File: src/rtl/hashclk_rst_seq.sv
// hashclk_rst_seq: qualifies PLL lock, then releases core reset and hash enable in order with a gap.
// Ports: clk (board clock), rst_n (async active-low), pll_locked (async lock flag),
//   sw_reset (sync re-sequence request), core_rst_n/hash_en/ready (registered controls),
//   state (WAIT_LOCK=0 STAGE=1 RUN=2 DRAIN=3), lock_loss_cnt (only with HASHCLK_LOCK_LOSS_CNT_EN).
module hashclk_rst_seq #(
  parameter int LOCK_STABLE_CYCLES = 1024,
  parameter int STAGE_GAP = 16,
  parameter int CNT_W = 8
) (
  input  logic       clk,
  input  logic       rst_n,
  input  logic       pll_locked,
  input  logic       sw_reset,
  output logic       core_rst_n,
  output logic       hash_en,
  output logic       ready,
  output logic [1:0] state
`ifdef HASHCLK_LOCK_LOSS_CNT_EN
  ,
  output logic [CNT_W-1:0] lock_loss_cnt
`endif
);
  localparam int MAX_C = (LOCK_STABLE_CYCLES > STAGE_GAP) ? LOCK_STABLE_CYCLES : STAGE_GAP;
  localparam int TW = $clog2(MAX_C + 1);
  typedef enum logic [1:0] {WAIT_LOCK = 2'd0, STAGE = 2'd1, RUN = 2'd2, DRAIN = 2'd3} state_t;
  state_t state_q, state_d;
  logic [TW-1:0] cnt_q, cnt_d;
  logic [1:0] sync_q;
  logic core_rst_n_q, hash_en_q;
  logic locked_s, lost;
  assign locked_s = sync_q[1];
  assign lost = !locked_s && state_q != WAIT_LOCK;
  always_comb begin
    state_d = state_q;
    case (state_q)
      WAIT_LOCK: state_d = (locked_s && cnt_q == TW'(LOCK_STABLE_CYCLES - 1)) ? STAGE : WAIT_LOCK;
      STAGE:     state_d = !locked_s ? WAIT_LOCK : (cnt_q == TW'(STAGE_GAP - 1)) ? RUN : STAGE;
      RUN:       state_d = !locked_s ? WAIT_LOCK : sw_reset ? DRAIN : RUN;
      default:   state_d = (!locked_s || cnt_q == TW'(STAGE_GAP - 1)) ? WAIT_LOCK : DRAIN;
    endcase
    // counter restarts on any state change and on every unlocked cycle while qualifying
    cnt_d = (state_d != state_q || (state_q == WAIT_LOCK && !locked_s)) ? '0 :
            (state_q == RUN) ? cnt_q : cnt_q + 1'b1;
  end
  always_ff @(posedge clk or negedge rst_n) begin
    if (!rst_n) begin
      sync_q       <= '0;
      state_q      <= WAIT_LOCK;
      cnt_q        <= '0;
      core_rst_n_q <= 1'b0;
      hash_en_q    <= 1'b0;
    end else begin
      sync_q       <= {sync_q[0], pll_locked};
      state_q      <= state_d;
      cnt_q        <= cnt_d;
      core_rst_n_q <= state_d != WAIT_LOCK;
      hash_en_q    <= state_d == RUN;
    end
  end
  assign core_rst_n = core_rst_n_q;
  assign hash_en    = hash_en_q;
  assign ready      = hash_en_q;
  assign state      = state_q;
`ifdef HASHCLK_LOCK_LOSS_CNT_EN
  logic [CNT_W-1:0] llc_q;
  always_ff @(posedge clk or negedge rst_n) begin
    if (!rst_n) llc_q <= '0;
    else if (lost && llc_q != '1) llc_q <= llc_q + 1'b1;
  end
  assign lock_loss_cnt = llc_q;
`else
  logic unused_lost;
  assign unused_lost = lost;
`endif
endmodule

File: config.mk
export PLATFORM = sky130hd
export DESIGN_NAME = hashclk_rst_seq
export DESIGN_NICKNAME = d
export VERILOG_FILES = /design/src/rtl/hashclk_rst_seq.sv
export SDC_FILE = /design/constraint.sdc
export NUM_CORES = 1
export LEC_CHECK = 0
export ABC_AREA = 1
export ABC_CLOCK_PERIOD_IN_PS = 1900
export BUFFER_PORTS_ARGS = -buffer_cell sky130_fd_sc_hd__buf_4
export CORE_ASPECT_RATIO = 1.5
export CORE_MARGIN = 8
export CORE_UTILIZATION = 45
export CTS_BUF_LIST = sky130_fd_sc_hd__clkbuf_16
export DETAILED_ROUTE_END_ITERATION = 10
export SLEW_MARGIN = 20
export SYNTH_ARGS = -nofsm -noshare
export SYNTH_HDL_FRONTEND = slang
export SYNTH_SLANG_ARGS = --single-unit
File: constraint.sdc
create_clock -name clk -period 1.9 [get_ports clk]
set_input_delay 0.19 -clock clk [delete_from_list [all_inputs] [get_ports clk]]
set_output_delay 0.19 -clock clk [all_outputs]
set_load 0.1 [all_outputs]
==> key figures <==
Worst setup path
  – Arrival time at the worst endpoint: 1.81 ns
  – R2R Setup Slk: 0.26 ns
  – Crit-path max FO: 11
  – Reg2Reg Depth: 8
  – WS Path Type: flip-flop to flip-flop
  – Crit end category: flip-flop
  – FF-to-FF Start: cnt_q[0]
  – Req. time, crit path: 2.07 ns
  – Critical R2R Capture: cnt_q[7]
  – CP max stage delay: 0.40 ns
  – Slowest CP cell: dfrtp_1
  – CP Cell Sequence: ha_1 -> nand2_2 -> nor2_4 -> nand3_2 -> nor2_2 -> nor2_2 -> nand3_2 -> nor2_1
  – Startpoint Class: flip-flop

Layout
  – P&R area growth vs syn: 16.39%
  – Nets: 132
  – Finished Layout Cells: 148
  – Share of cells above drive strength 1: 0.3175
  – ANT cells: 0
  – Fill count: 207
  – Most common cell after layout, fill and taps aside: nand2_1
  – Most frequent cells in the layout: nand2_1, dfrtp_1, nor2_1, nor2_2, inv_1

Global routing
  – Grt ovf: 0
  – Largest net degree at the start of global routing: 18
  – Routing usage on met2: 0.1863
  – M3 GR Usage: 0.02653
  – Number of global-route vias before repair: 767
  – GRT Max-Usage Layer: met2
  – Gr usage total: 0.1069
  – Routing usage on met1: 0.1123
  – Antenna violations before repair: 0
  – Global-route wire length before repair: 3.180 mm

Clock tree
  – Root buffer cell: clkbuf_16
  – CTS tree: yes
  – Clock latency on the worst-skew pair: 0.24 ns
  – H-tree depth: 1
  – Setup Fix Bufs, Post-CTS: 0
  – Hold_buf cts: 1
  – Clock buffer depth: 2
  – Post_cts resized: 0
  – CTS buffer count: 3
  – Clock-pin slew on the worst setup and hold paths: 0.05 ns
  – CTS Sinks: 17

STA
  – Final WS setup: 0.2588 ns
  – Max-slew violations: 0
  – Slew @ Worst Pin: 0.3634 ns
  – Worst slew margin: 0.7574
  – Final period util: 0.8638
  – Total negative slack: 0 ns
  – Clock Skew: 0.001261 ns
  – Fmax: 0.6093 GHz
  – Final count of hold timing violations: 0
  – Final Setup Violations: 0
  – Unrepaired setup endpoints after global routing: no
  – Post-layout min period: 1.641 ns
  – Hold WS: 0.05098 ns

Worst hold path
  – Hold wc startpoint: pll_locked
  – WHS Endpoint: sync_q[0]
  – Hold Path Stages: 1
  – HP Class: input port to flip-flop

Floorplanning
  – Starting Density: 0.4762
  – Die Y: 73.07 microns
  – Die X: 54.05 microns
  – Die Footprint: 3949 sq um
  – Row count: 20
  – Core ar.: 2052 sq um
  – Top-Level Pins: 9

Route
  – Initial DRC Count: 10
  – DR vias: 741
  – First-pass iteration count of the detailed router: 4
  – DRT Wirelength: 1.867 mm
  – DRC: 0
  – Wire per inst: 12.61 microns
  – Detail Route Antenna Nets: 0
  – Vias/cell: 5.007

Placement
  – HPWL Detailed: 1.426 mm
  – Dpl cells: 143
  – DP Worst Slack: 0.2347 ns
  – Gp weighted congestion: 0.8515
  – Number of I/O port buffers: 8

Yosys
  – #FFs+latches synth: 17
  – Synth area leaders: dfrtp_1, xor2_1, nor2_2
  – Avg Cell Area, Syn: 8.497 sq um
  – Post-synth net total: 120
  – Syn Std Cell Area: 977.2 sq um
  – Number of distinct library cells after synthesis: 20
  – Yosys top cell area share: 0.4353
  – Area leader, netlist: dfrtp_1
  – Yosys warns: 0
  – Syn Inst Count: 115
  – Register area share after synthesis: 0.4353

Power
  – Leakage: 0.5343 nW
  – Maximum vdd drop: 0.4780 mV
  – PD cells: 729.7 nW/um^2

Run status
  – Outcome: finished clean

Flow run
  – Max Cap Violations: 0
==> worst max-delay path, delay by kind of cell (launching register included) <==
kind	cells	cell delay [ns]
AND/OR/NAND/NOR	7	0.92
flip-flops	1	0.40
adder cells (fa/ha/maj)	1	0.24
==> synthesized netlist by cell type <==
cell	n
nand2_2	3
nand4_2	1
clkinv_1	1
nand4_1	1
dfrtp_1	17
nand3_1	8
nor2_1	14
nand2_1	19
inv_1	11
inv_2	4
xor2_1	9
buf_6	1
nor2_2	12
ha_1	1
o21ai_0	2
mux2i_1	1
nor2_4	4
buf_4	1
nor3_1	2
nand3_2	3
==> per-layer routing <==
layer	routed length, microns	vias to the layer above	part of all wire
li1	-	373	-
met1	742	349	0.40
met2	997	15	0.53
met3	91	4	0.049
met4	36	0	0.019
met5	0	-	0
==> area by class of cell <==
class / count / area, sq um / area share
Multi-Input combinational cell: 80 / 473.0 / 0.4158
Clock inverter: 1 / 5.005 / 0.004400
Sequential cell: 17 / 426.7 / 0.3751
Tap cell: 22 / 27.53 / 0.02420
Timing Repair Buffer: 9 / 70.07 / 0.06161
Clock buffer: 3 / 75.07 / 0.06601
Inverter: 16 / 60.06 / 0.05281
==> sequential cells by signal, indices dropped and copies added, names as in the netlist <==
| name | flops |
|---|---|
| core_rst_n | 1 |
| state | 2 |
| sync_q | 2 |
| cnt_q | 11 |
| hash_en | 1 |
==> cell families after synthesis <==
family,Yosys count,synth area share
flops,17,0.4353
simple gates,67,0.3700
xor+xnor,9,0.08067
compound gates,2,0.01024
fa+ha+maj,1,0.01280
buf+inv,18,0.08066
mux,1,0.01024
==> report_power, final <==
| part | switching [W] | internal (W) |
|---|---|---|
| clock | 0.000133 | 0.000281 |
| combinational | 0.0000233 | 0.0000153 |
| sequential | 0.00000728 | 0.000370 |
==> worst max path at each step <==
| stage | from | endpoint | depth (start not counted) |
|---|---|---|---|
| finish | cnt_q[0] | cnt_q[7] | 8 |
| global route | cnt_q[0] | cnt_q[5] | 8 |
| CTS | cnt_q[0] | cnt_q[7] | 8 |
| detailed placement | cnt_q[0] | cnt_q[7] | 8 |
| global placement | cnt_q[0] | cnt_q[7] | 8 |
| floorplan | state[0] | cnt_q[0] | 7 |
==> stage by stage <==
stage	instance area, sq um	utilization	power, W
floorplan	978.4	-	0.0004059
detailed placement	1047	0.5104	0.0004219
CTS	1137	0.5543	0.0008436
global placement	1047	0.5104	0.0004200
finish	1137	0.5543	0.0008299
global route	1137	0.5543	0.0008660
No activity file was read; power rests on OpenSTA's default activity.
